[config.mk]
export PLATFORM = sky130hd
export DESIGN_NAME = lc3_control_fsm
export DESIGN_NICKNAME = d
export VERILOG_FILES = /design/src/rtl/lc3_pkg.sv /design/src/rtl/lc3_control_fsm_mem_wait_counter.sv /design/src/rtl/lc3_control_fsm.sv
export SDC_FILE = /design/constraint.sdc
export NUM_CORES = 1
export LEC_CHECK = 0
export BUFFER_PORTS_ARGS = -buffer_cell sky130_fd_sc_hd__buf_2
export CORE_MARGIN = 1.5
export CORE_UTILIZATION = 45
export DETAILED_ROUTE_END_ITERATION = 16
export PLACE_DENSITY = 0.8
export SYNTH_ARGS = -nofsm -noshare
export SYNTH_HDL_FRONTEND = slang
export SYNTH_HIERARCHICAL = 1
export SYNTH_SLANG_ARGS = --single-unit
[constraint.sdc]
create_clock -name Clk -period 3.75 [get_ports Clk]
set_input_delay 0.375 -clock Clk [delete_from_list [all_inputs] [get_ports Clk]]
set_output_delay 0.375 -clock Clk [all_outputs]
set_load 0.03 [all_outputs]
[src/rtl/lc3_pkg.sv]
// Shared definitions for the LC-3 control FSM: state encoding, opcodes and
// datapath select encodings.
package lc3_pkg;

    typedef enum logic [4:0] {
        StHalted,
        StFetch1,
        StFetch2,
        StFetch3,
        StDecode,
        StAdd,
        StAnd,
        StNot,
        StBr,
        StBrTaken,
        StJmp,
        StJsr1,
        StJsr2,
        StLdr1,
        StLdr2,
        StLdr3,
        StStr1,
        StStr2,
        StStr3,
        StPause1,
        StPause2
    } state_e;

    localparam logic [3:0] OpBr    = 4'b0000;
    localparam logic [3:0] OpAdd   = 4'b0001;
    localparam logic [3:0] OpJsr   = 4'b0100;
    localparam logic [3:0] OpAnd   = 4'b0101;
    localparam logic [3:0] OpLdr   = 4'b0110;
    localparam logic [3:0] OpStr   = 4'b0111;
    localparam logic [3:0] OpNot   = 4'b1001;
    localparam logic [3:0] OpJmp   = 4'b1100;
    localparam logic [3:0] OpPause = 4'b1101;

    localparam logic [1:0] PcmuxInc   = 2'b00;
    localparam logic [1:0] PcmuxAdder = 2'b01;
    localparam logic [1:0] PcmuxBus   = 2'b10;

    localparam logic [1:0] Addr2Zero   = 2'b00;
    localparam logic [1:0] Addr2Sext6  = 2'b01;
    localparam logic [1:0] Addr2Sext9  = 2'b10;
    localparam logic [1:0] Addr2Sext11 = 2'b11;

    localparam logic [1:0] AlukAdd  = 2'b00;
    localparam logic [1:0] AlukAnd  = 2'b01;
    localparam logic [1:0] AlukNot  = 2'b10;
    localparam logic [1:0] AlukPass = 2'b11;

    // States that hold an SRAM access open for MEM_WAIT+1 cycles.
    function automatic logic is_mem_state(input state_e s);
        return (s == StFetch2) || (s == StLdr2) || (s == StStr3);
    endfunction

endpackage

[src/rtl/lc3_control_fsm_mem_wait_counter.sv]
// Memory wait counter: loads the wait count on entry to an access state and
// counts down to zero, where it holds.
module mem_wait_counter (
    input  logic       clk_i,
    input  logic       rst_ni,
    input  logic       load_i,
    input  logic [2:0] load_val_i,
    input  logic       dec_i,
    output logic       done_o
);

    logic [2:0] cnt_q, cnt_d;

    always_comb begin
        cnt_d = cnt_q;
        if (load_i) begin
            cnt_d = load_val_i;
        end else if (dec_i && (cnt_q != 3'd0)) begin
            cnt_d = cnt_q - 3'd1;
        end
    end

    always_ff @(posedge clk_i or negedge rst_ni) begin
        if (!rst_ni) begin
            cnt_q <= 3'd0;
        end else begin
            cnt_q <= cnt_d;
        end
    end

    assign done_o = (cnt_q == 3'd0);

endmodule

[src/rtl/lc3_control_fsm.sv]
// Moore control FSM for the LC-3 datapath (fetch/decode/execute).
// Define LC3_PAUSE_EN to enable the PAUSE instruction (opcode 1101).
module lc3_control_fsm
    import lc3_pkg::*;
#(
    parameter int unsigned MEM_WAIT = 2
) (
    input  logic       Clk,
    input  logic       Reset,
    input  logic       Run,
    input  logic       Continue,
    input  logic [3:0] Opcode,
    input  logic       IR_5,
    input  logic       IR_11,
    input  logic       BEN,
    output logic       LD_PC,
    output logic       LD_MAR,
    output logic       LD_MDR,
    output logic       LD_IR,
    output logic       LD_REG,
    output logic       LD_CC,
    output logic       LD_BEN,
    output logic       GatePC,
    output logic       GateMARMUX,
    output logic       GateALU,
    output logic       GateMDR,
    output logic       DRMUX,
    output logic       SR1MUX,
    output logic       SR2MUX,
    output logic       ADDR1MUX,
    output logic       MIO_EN,
    output logic [1:0] PCMUX,
    output logic [1:0] ADDR2MUX,
    output logic [1:0] ALUK,
    output logic       Mem_CE,
    output logic       Mem_OE,
    output logic       Mem_WE,
    output logic       Paused
);

    state_e state_q, state_d;
    logic   cnt_done;
    logic   cnt_load;
    logic   cnt_dec;

    assign cnt_load = is_mem_state(state_d) && (state_d != state_q);
    assign cnt_dec  = is_mem_state(state_q);

    mem_wait_counter u_mem_wait_counter (
        .clk_i      (Clk),
        .rst_ni     (Reset),
        .load_i     (cnt_load),
        .load_val_i (3'(MEM_WAIT)),
        .dec_i      (cnt_dec),
        .done_o     (cnt_done)
    );

    always_ff @(posedge Clk or negedge Reset) begin
        if (!Reset) begin
            state_q <= StHalted;
        end else begin
            state_q <= state_d;
        end
    end

    always_comb begin
        state_d = state_q;
        unique case (state_q)
            StHalted:  if (Run) state_d = StFetch1;
            StFetch1:  state_d = StFetch2;
            StFetch2:  if (cnt_done) state_d = StFetch3;
            StFetch3:  state_d = StDecode;
            StDecode: begin
                case (Opcode)
                    OpAdd:   state_d = StAdd;
                    OpAnd:   state_d = StAnd;
                    OpNot:   state_d = StNot;
                    OpBr:    state_d = StBr;
                    OpJmp:   state_d = StJmp;
                    OpJsr:   state_d = StJsr1;
                    OpLdr:   state_d = StLdr1;
                    OpStr:   state_d = StStr1;
`ifdef LC3_PAUSE_EN
                    OpPause: state_d = StPause1;
`endif
                    default: state_d = StFetch1;
                endcase
            end
            StAdd, StAnd, StNot, StJmp, StBrTaken, StJsr2, StLdr3: state_d = StFetch1;
            StBr:      state_d = BEN ? StBrTaken : StFetch1;
            StJsr1:    state_d = StJsr2;
            StLdr1:    state_d = StLdr2;
            StLdr2:    if (cnt_done) state_d = StLdr3;
            StStr1:    state_d = StStr2;
            StStr2:    state_d = StStr3;
            StStr3:    if (cnt_done) state_d = StFetch1;
            // Two-phase handshake: one instruction per Continue press.
            StPause1:  if (Continue) state_d = StPause2;
            StPause2:  if (!Continue) state_d = StFetch1;
            default:   state_d = StHalted;
        endcase
    end

    always_comb begin
        LD_PC      = 1'b0;
        LD_MAR     = 1'b0;
        LD_MDR     = 1'b0;
        LD_IR      = 1'b0;
        LD_REG     = 1'b0;
        LD_CC      = 1'b0;
        LD_BEN     = 1'b0;
        GatePC     = 1'b0;
        GateMARMUX = 1'b0;
        GateALU    = 1'b0;
        GateMDR    = 1'b0;
        DRMUX      = 1'b0;
        SR1MUX     = 1'b0;
        SR2MUX     = 1'b0;
        ADDR1MUX   = 1'b0;
        MIO_EN     = 1'b0;
        PCMUX      = PcmuxInc;
        ADDR2MUX   = Addr2Zero;
        ALUK       = AlukAdd;
        Mem_CE     = 1'b1;
        Mem_OE     = 1'b1;
        Mem_WE     = 1'b1;
        Paused     = 1'b0;
        unique case (state_q)
            StFetch1: begin
                GatePC = 1'b1;
                LD_MAR = 1'b1;
                PCMUX  = PcmuxInc;
                LD_PC  = 1'b1;
            end
            StFetch2, StLdr2: begin
                Mem_CE = 1'b0;
                Mem_OE = 1'b0;
                MIO_EN = 1'b1;
                LD_MDR = 1'b1;
            end
            StFetch3: begin
                GateMDR = 1'b1;
                LD_IR   = 1'b1;
            end
            StDecode: LD_BEN = 1'b1;
            StAdd, StAnd: begin
                SR2MUX  = IR_5;
                ALUK    = (state_q == StAnd) ? AlukAnd : AlukAdd;
                GateALU = 1'b1;
                LD_REG  = 1'b1;
                LD_CC   = 1'b1;
            end
            StNot: begin
                ALUK    = AlukNot;
                GateALU = 1'b1;
                LD_REG  = 1'b1;
                LD_CC   = 1'b1;
            end
            StBrTaken: begin
                ADDR2MUX = Addr2Sext9;
                PCMUX    = PcmuxAdder;
                LD_PC    = 1'b1;
            end
            StJmp: begin
                ALUK    = AlukPass;
                GateALU = 1'b1;
                PCMUX   = PcmuxBus;
                LD_PC   = 1'b1;
            end
            StJsr1: begin
                GatePC = 1'b1;
                DRMUX  = 1'b1;
                LD_REG = 1'b1;
            end
            StJsr2: begin
                if (IR_11) begin
                    ADDR2MUX = Addr2Sext11;
                end else begin
                    ADDR1MUX = 1'b1;
                end
                PCMUX = PcmuxAdder;
                LD_PC = 1'b1;
            end
            StLdr1, StStr1: begin
                ADDR1MUX   = 1'b1;
                ADDR2MUX   = Addr2Sext6;
                GateMARMUX = 1'b1;
                LD_MAR     = 1'b1;
            end
            StLdr3: begin
                GateMDR = 1'b1;
                LD_REG  = 1'b1;
                LD_CC   = 1'b1;
            end
            StStr2: begin
                SR1MUX  = 1'b1;
                ALUK    = AlukPass;
                GateALU = 1'b1;
                LD_MDR  = 1'b1;
            end
            StStr3: begin
                Mem_CE = 1'b0;
                Mem_WE = 1'b0;
            end
`ifdef LC3_PAUSE_EN
            StPause1, StPause2: Paused = 1'b1;
`endif
            default: ;
        endcase
    end

endmodule
# == Word level (Yosys, flattened, before mapping) ==
# Memories as Yosys holds them, arrays and structs flattened.
# Cells that the tools add are included.
# classes
n_addsub,1
n_eq_ne,24
n_mux,35
reduce_logical,25
# ops
op,count
5-bit case mux with 15 select lines,1
"5-bit by 4-bit == test with 1-bit output, second input constant",9
"5-bit == test, second input constant",6
5-bit two-way mux,6
"5-bit by 3-bit == test with 1-bit output, second input constant",4
1-bit two-way mux,20
"5-bit by 2-bit == test with 1-bit output, second input constant",3
2-bit OR reduction,7
2-bit case mux with 3 select lines,2
5-bit OR reduction,2
3-bit OR reduction,3
4-bit OR reduction,2
7-bit OR reduction,1
3-bit two-way mux,2
"5-bit by 1-bit == test with 1-bit output, second input constant",1
5-bit logical NOT,1
5-bit inequality test,1
1-bit logical OR,4
4-bit two-way mux,1
2-bit case mux with 2 select lines,1
3-bit logical NOT,1
3-bit nonzero test,1
"3-bit by 1-bit subtractor with 3-bit output, second input constant",1
1-bit logical AND,2
other kinds (3),3
# word_totals
reg_bits,8
mem_bits_ro,80
input_bits,11
output_inout_bits,26
elab_cells,88
mem_count,1
# mem_list
memory,depth,word_bits,read_ports,rd_ports_with_merged_regs,write_ports,line,source
(no name shown),16,5,1,0,0,lc3_control_fsm.sv:74,case (Opcode)

# == Depth between registers and ports, before layout ==
# logic_depth
depth_word,8
ltp_mapped,11
ltp_nobuf,10

# == By module ==
# The synthesis kept the hierarchy.
# by_module_without_submodules
mod,instances,cells_per_inst,area_per_inst_um2,seq_area_each_um2
lc3_control_fsm,1,162,1003.5,125.1
mem_wait_counter,1,19,207.7,75.1

# == Least setup slack after synthesis ==
# Ideal clock, no wire load.
# synth_path
path_kind,register -> register
start,reg u_mem_wait_counter.cnt_q[0]
end,reg u_mem_wait_counter.cnt_q[0]
setup_ns,0.126
arrival_time_ns,2.154
required_ns,3.624
slack_ns,1.470
path_stages_with_launch,12
n_path_buf,1
period_less_slack_ns,2.280
cell_sequence,dfrtp_1 -> inv_1 -> ha_1 -> ha_1 -> a21oi_1 -> o21ai_1 -> a21bo_2 -> o2111ai_1 -> o2111a_1 -> buf_6 -> and2b_4 -> a221o_1
# synth_between
elab_chain_cells,8
elab_cells_between_ends,18
classes_between,1 x add/sub; 4 x eq/ne; 6 x mux; 7 x reduce/logical
# synth_rtl
element,line,source
from (decl),lc3_control_fsm_mem_wait_counter.sv:12,"logic [2:0] cnt_q, cnt_d;"
from (signal assigned),lc3_control_fsm_mem_wait_counter.sv:27,cnt_q <= cnt_d;
3-bit logical NOT (*),lc3_control_fsm_mem_wait_counter.sv:31,assign done_o = (cnt_q == 3'd0);
net cnt_done,lc3_control_fsm.sv:42,logic cnt_done;
5-bit two-way mux (on tied branches),"lc3_control_fsm.sv:96, lc3_control_fsm.sv:71, lc3_control_fsm.sv:93",
5-bit case mux with 15 select lines (*),lc3_control_fsm.sv:68,unique case (state_q)
5-bit by 2-bit == test with 1-bit output or 5-bit by 4-bit == test with 1-bit output (tied branches),lc3_pkg.sv:55,return (s == StFetch2) || (s == StLdr2) || (s == StStr3);
1-bit logical OR (2 in a row),lc3_pkg.sv:55,
1-bit logical AND (*),lc3_control_fsm.sv:46,assign cnt_load = is_mem_state(state_d) && (state_d != state_q);
net cnt_load,lc3_control_fsm.sv:43,logic cnt_load;
3-bit two-way mux or 2-bit nonzero test (tied branches),n/a,
# The timed path passes the listed nets; every way through them passes the cells marked *. The select of a mux whose other input is x is not followed.
# A chain may end at the register's enable or synchronous reset.

# == Worst setup path in the final report ==
# layout_path
start,reg state_q[2]
end,reg u_mem_wait_counter.cnt_q[0]
# layout_between
elab_chain_cells,8
elab_cells_between_ends,41
classes_between,24 x eq/ne; 8 x mux; 9 x reduce/logical
# layout_rtl
element,line,source
from (decl),lc3_control_fsm.sv:41,"state_e state_q, state_d;"
from (signal assigned),lc3_control_fsm.sv:60,state_q <= StHalted;
from (signal assigned),lc3_control_fsm.sv:62,state_q <= state_d;
5-bit by 3-bit == test with 1-bit output or 5-bit by 4-bit == test with 1-bit output (tied branches),lc3_control_fsm.sv:68,
7-bit OR reduction,lc3_control_fsm.sv:68,
5-bit case mux with 15 select lines,lc3_control_fsm.sv:68,
5-bit by 2-bit == test with 1-bit output or 5-bit by 4-bit == test with 1-bit output (tied branches),lc3_pkg.sv:55,
1-bit logical OR (2 in a row),lc3_pkg.sv:55,
1-bit logical AND (*),lc3_control_fsm.sv:46,
net cnt_load,lc3_control_fsm.sv:43,
3-bit two-way mux or 2-bit nonzero test (tied branches),n/a,
# The timed path passes the listed nets; every way through them passes the cells marked *.

==> impl_summary.md <==
Worst setup path
STA classifies the critical path endpoint as a flip-flop. The buffering stage count on the worst path with inverters included is 1. The number of cells on the worst reg-to-reg path is 9.

The cell at the slowest stage of the critical path is sky130_fd_sc_hd__dfrtp_1. The worst setup slack for register-to-register paths is just over 1 ns. The worst setup path is launched from a flip-flop. For the worst setup path, the data required time is 3.88 ns. The type of the setup path with the least slack is reg -> reg. The endpoint identified for the worst register-to-register timing path is u_mem_wait_counter/cnt_q[0]. The data arrival time of the worst path is about 2.9 ns.

In this run the worst path has a maximum fanout of 20. The worst reg2reg path startpoint is state_q[2]. On the worst path, the slowest cell contributes a delay of ~0.67 ns. Walking the worst path, the cells encountered are nor3b_2, nand2_1, inv_2, nand3_1, a21bo_2, o2111ai_1, o2111a_1, and2b_4, a221o_1.

The cell class contributing the biggest share of worst-path delay is compound AO/OA/AOI/OAI gates.

GRT
The residual overflow from global routing is 0. The busiest layer in global routing is met2. The initial antenna violation count was 0.

The pin count of the biggest net entering global routing is 23. The met2 layer usage reported by global route is 0.3988. The global-route met1 utilization is 0.2836. In the global route stage, met3 resource usage came out at 0.01913. The overall global routing resource usage is 0.2260. The first global-routing pass estimated approximately 4900 um of wire.

The via count of the first global-routing pass is roughly 1200.

Place
The cell count after placement is roughly 240. The HPWL after detailed placement is between 2000 and 2500 um. The placed instances occupy a cell area of 0.001388 mm^2. Buffers placed on the I/O ports in this run total 35.

At the end of routability-driven placement, the weighted congestion stood at 0.8357.

Drt
The final wirelength is roughly 3000 um. The detailed-router iteration count before antenna repair is 4. In this run the remaining antenna-violating nets after routing total 0. After detailed routing, the number of remaining DRC violations is 0. The vias after detailed routing is ~1400. The starting DRC count in detailed routing is 49. After detailed routing, the number of vias per cell comes to about 5.6.

After detailed routing, the average wire length per cell comes to around 12 um.

Final layout
0 antenna diodes ended up in the layout. The total area of multi-input combinational cells is around 890 um^2. The area taken by flip-flops and latches is 200.2 um^2. Of the cells placed in the final design, the portion with a size suffix greater than 1 is 0.2217. The area growth from synthesis to final layout is 17.25%.

The final non-filler cell total is roughly 240. The finished cells cover ~0.0014 mm^2. For this run, the post-layout net count is between 200 and 250. The total of fill cells in the finished design is ~270.

Yosys
In this run, distinct cell masters in the synthesized netlist total 48. The most used flip-flop cell after synthesis is sky130_fd_sc_hd__dfrtp_1. The portion of the post-synthesis area used by sequential elements is 0.1653. By area the synthesized netlist is led by sky130_fd_sc_hd__dfrtp_1 (17%), sky130_fd_sc_hd__nor2_1 (7.1%), sky130_fd_sc_hd__ha_1 (6.2%). The average instance in the mapped netlist occupies 6.692 um^2. Synthesis produced a netlist whose cell count is approximately 180.

The cell type contributing the most total cell area after synthesis is sky130_fd_sc_hd__dfrtp_1. The flop and latch count out of synthesis is 8. The fraction of registers with async set/reset is 1.000. The share of Yosys cell area claimed by the top area cell type is 0.1653. Counting flops with a built-in enable in the synthesized netlist gives 0. The mapped netlist covers roughly 0.0012 mm^2. Yosys printed 6 warnings.

Status
The flow ran to the end, and the final reports show no timing, DRC or antenna violations.

Floorplanning
Row generation in the floorplan step produced 18 rows. The total I/O pin count is 37. The core box area is ~0.0025 mm^2. The die boundary height is around 55 um. The die covers 0.003012 mm^2. The horizontal extent of the die is roughly 55 um. The effective utilization at floorplan is 0.4802.

STA
Measured against its own limit, the worst slew margin works out to 0.5858. The number of hold violations in the final report is 0. For the pin with the worst max-slew slack, the measured transition is around 0.62 ns. The minimum clock period is between 2 and 3 ns. Across the routed clock network, the largest skew measured is slightly above 0.007 ns. The number of max-slew violations in the final report is 0. Setup total negative slack on the finished layout was measured at 0 ns.

Setup repair after global routing left no endpoint under its margin. Setup violations remaining at the end of the flow were counted as 0. The final worst hold slack is just under 0.5 ns. The part of the cycle the worst path needs is 0.7258.

The maximum clock frequency is about 370 MHz.

Clock tree
Clock tree synthesis selected as its root buffer the cell sky130_fd_sc_hd__clkbuf_4. The quantity of hold-fixing buffers added after cts is 1. Once the clock tree was built, the resizer swapped 0 gates to a different size.

The TritonCTS sink count is 8. The number of buffers created by CTS is 3. TritonCTS built the clock tree. In this run the post-CTS setup repair buffer count came out at 0. Clock-pin slew was measured on the worst setup and hold paths at about 0.06 ns. The total number of H-tree levels is 1.

The number of buffers on the longest clock path is 2. The clock insertion delay at the later pin of the skew report is between 0.2 and 0.3 ns.

Worst hold path
In this run the worst hold path is classified as in -> async.

Power
Overall power consumption after layout is estimated at 0.001115 W. Dividing total power by cell area gives a power density of between 700 and 800 mW/mm^2. For this design the static power due to leakage is between 0.7 and 0.8 nW.

The maximum vdd drop is between 500 and 600 uV.

Run
The max capacitance violation total is 0.
==> stage by stage <==
stage | setup slack, ns | utilization
global route | 0.7856 | 0.5630
floorplan | 1.470 | -
finish | 1.028 | 0.5630
detailed placement | 1.042 | 0.5501
CTS | 1.042 | 0.5630
global placement | 1.103 | 0.5501
==> flip-flops by register name (all words and copies together) (netlist names) <==
register and flops:
state_q 5, u_mem_wait_counter/cnt_q 3
==> how the worst max path moves through the flow <==
| stage | from | to | slack (ns) | cells after the start |
|---|---|---|---|---|
| finish | state_q[2] | u_mem_wait_counter/cnt_q[0] | 1.03 | 9 |
| global route | state_q[2] | u_mem_wait_counter/cnt_q[1] | 0.79 | 9 |
| CTS | state_q[2] | u_mem_wait_counter/cnt_q[0] | 1.04 | 9 |
| detailed placement | state_q[2] | u_mem_wait_counter/cnt_q[0] | 1.04 | 9 |
| global placement | state_q[2] | u_mem_wait_counter/cnt_q[0] | 1.10 | 9 |
| floorplan | u_mem_wait_counter/cnt_q[0] | u_mem_wait_counter/cnt_q[0] | 1.47 | 11 |
==> cell type report <==
cell class | instances | area share
clock buffer | 3 | 0.01586
inverter | 14 | 0.03700
multi-input combinational | 147 | 0.6282
sequential | 8 | 0.1410
tap | 30 | 0.02643
timing repair buffer | 40 | 0.1515
==> cell usage after synthesis (3+ instances only) <==
cell type,n
sky130_fd_sc_hd__clkbuf_1,4
sky130_fd_sc_hd__nand2_1,16
sky130_fd_sc_hd__a31oi_1,3
sky130_fd_sc_hd__a221o_1,3
sky130_fd_sc_hd__o21ai_0,11
sky130_fd_sc_hd__nor2_1,23
sky130_fd_sc_hd__dfrtp_1,8
sky130_fd_sc_hd__buf_2,5
sky130_fd_sc_hd__nand2b_1,6
sky130_fd_sc_hd__nor4b_1,4
sky130_fd_sc_hd__nor3_1,7
sky130_fd_sc_hd__nor2b_1,4
sky130_fd_sc_hd__a21oi_1,14
sky130_fd_sc_hd__nand3_1,8
sky130_fd_sc_hd__xor2_1,4
sky130_fd_sc_hd__inv_1,13
sky130_fd_sc_hd__ha_1,6
sky130_fd_sc_hd__o21ai_1,3
==> layout by cell type, fill, tap and decap left out, types with 6 or more instances in the layout <==
| cell type | synthesis | final |
|---|---|---|
| sky130_fd_sc_hd__nand2b_1 | 6 | 6 |
| sky130_fd_sc_hd__o21ai_0 | 11 | 11 |
| sky130_fd_sc_hd__ha_1 | 6 | 6 |
| sky130_fd_sc_hd__nand2_1 | 16 | 16 |
| sky130_fd_sc_hd__nor2_1 | 23 | 23 |
| sky130_fd_sc_hd__a21oi_1 | 14 | 14 |
| sky130_fd_sc_hd__inv_1 | 13 | 13 |
| sky130_fd_sc_hd__buf_2 | 5 | 35 |
| sky130_fd_sc_hd__nor3_1 | 7 | 7 |
| sky130_fd_sc_hd__dfrtp_1 | 8 | 8 |
| sky130_fd_sc_hd__nand3_1 | 8 | 8 |
==> worst reg2reg max path, stage by stage, from the launching register on <==
cell and delay [ns]:
sky130_fd_sc_hd__dfrtp_1 0.67, sky130_fd_sc_hd__nor3b_2 0.30, sky130_fd_sc_hd__nand2_1 0.14, sky130_fd_sc_hd__inv_2 0.09, sky130_fd_sc_hd__nand3_1 0.15, sky130_fd_sc_hd__a21bo_2 0.25
sky130_fd_sc_hd__o2111ai_1 0.09, sky130_fd_sc_hd__o2111a_1 0.39, sky130_fd_sc_hd__and2b_4 0.23, sky130_fd_sc_hd__a221o_1 0.31
==> cell families (layout without fill, tap and decap cells) <==
group,count (synthesis),after routing,synth area share
compound gates,48,48,0.2614
xor+xnor,6,6,0.04339
fa+ha+maj,6,6,0.06198
buf+inv,28,57,0.1043
flops,8,8,0.1653
mux,1,1,0.008265
other cells,2,4,0.006201
simple gates,82,82,0.3492
==> metal layers <==
layer	wire, um	part of all wire	vias up
li1	-	-	688
met1	1340	0.45	613
met2	1473	0.49	46
met3	146	0.049	6
met4	34	0.011	0
met5	0	0	-
==> where the power goes <==
group | leakage, nW | internal [W] | switching (W)
Clock | 0.0138 | 0.0000365 | 0.0000280
Sequential | 0.103 | 0.000123 | 0.0000687
Combinational | 0.598 | 0.000315 | 0.000544
Total | 0.715 | 0.000474 | 0.000641
No activity file was read; power rests on OpenSTA's default activity.
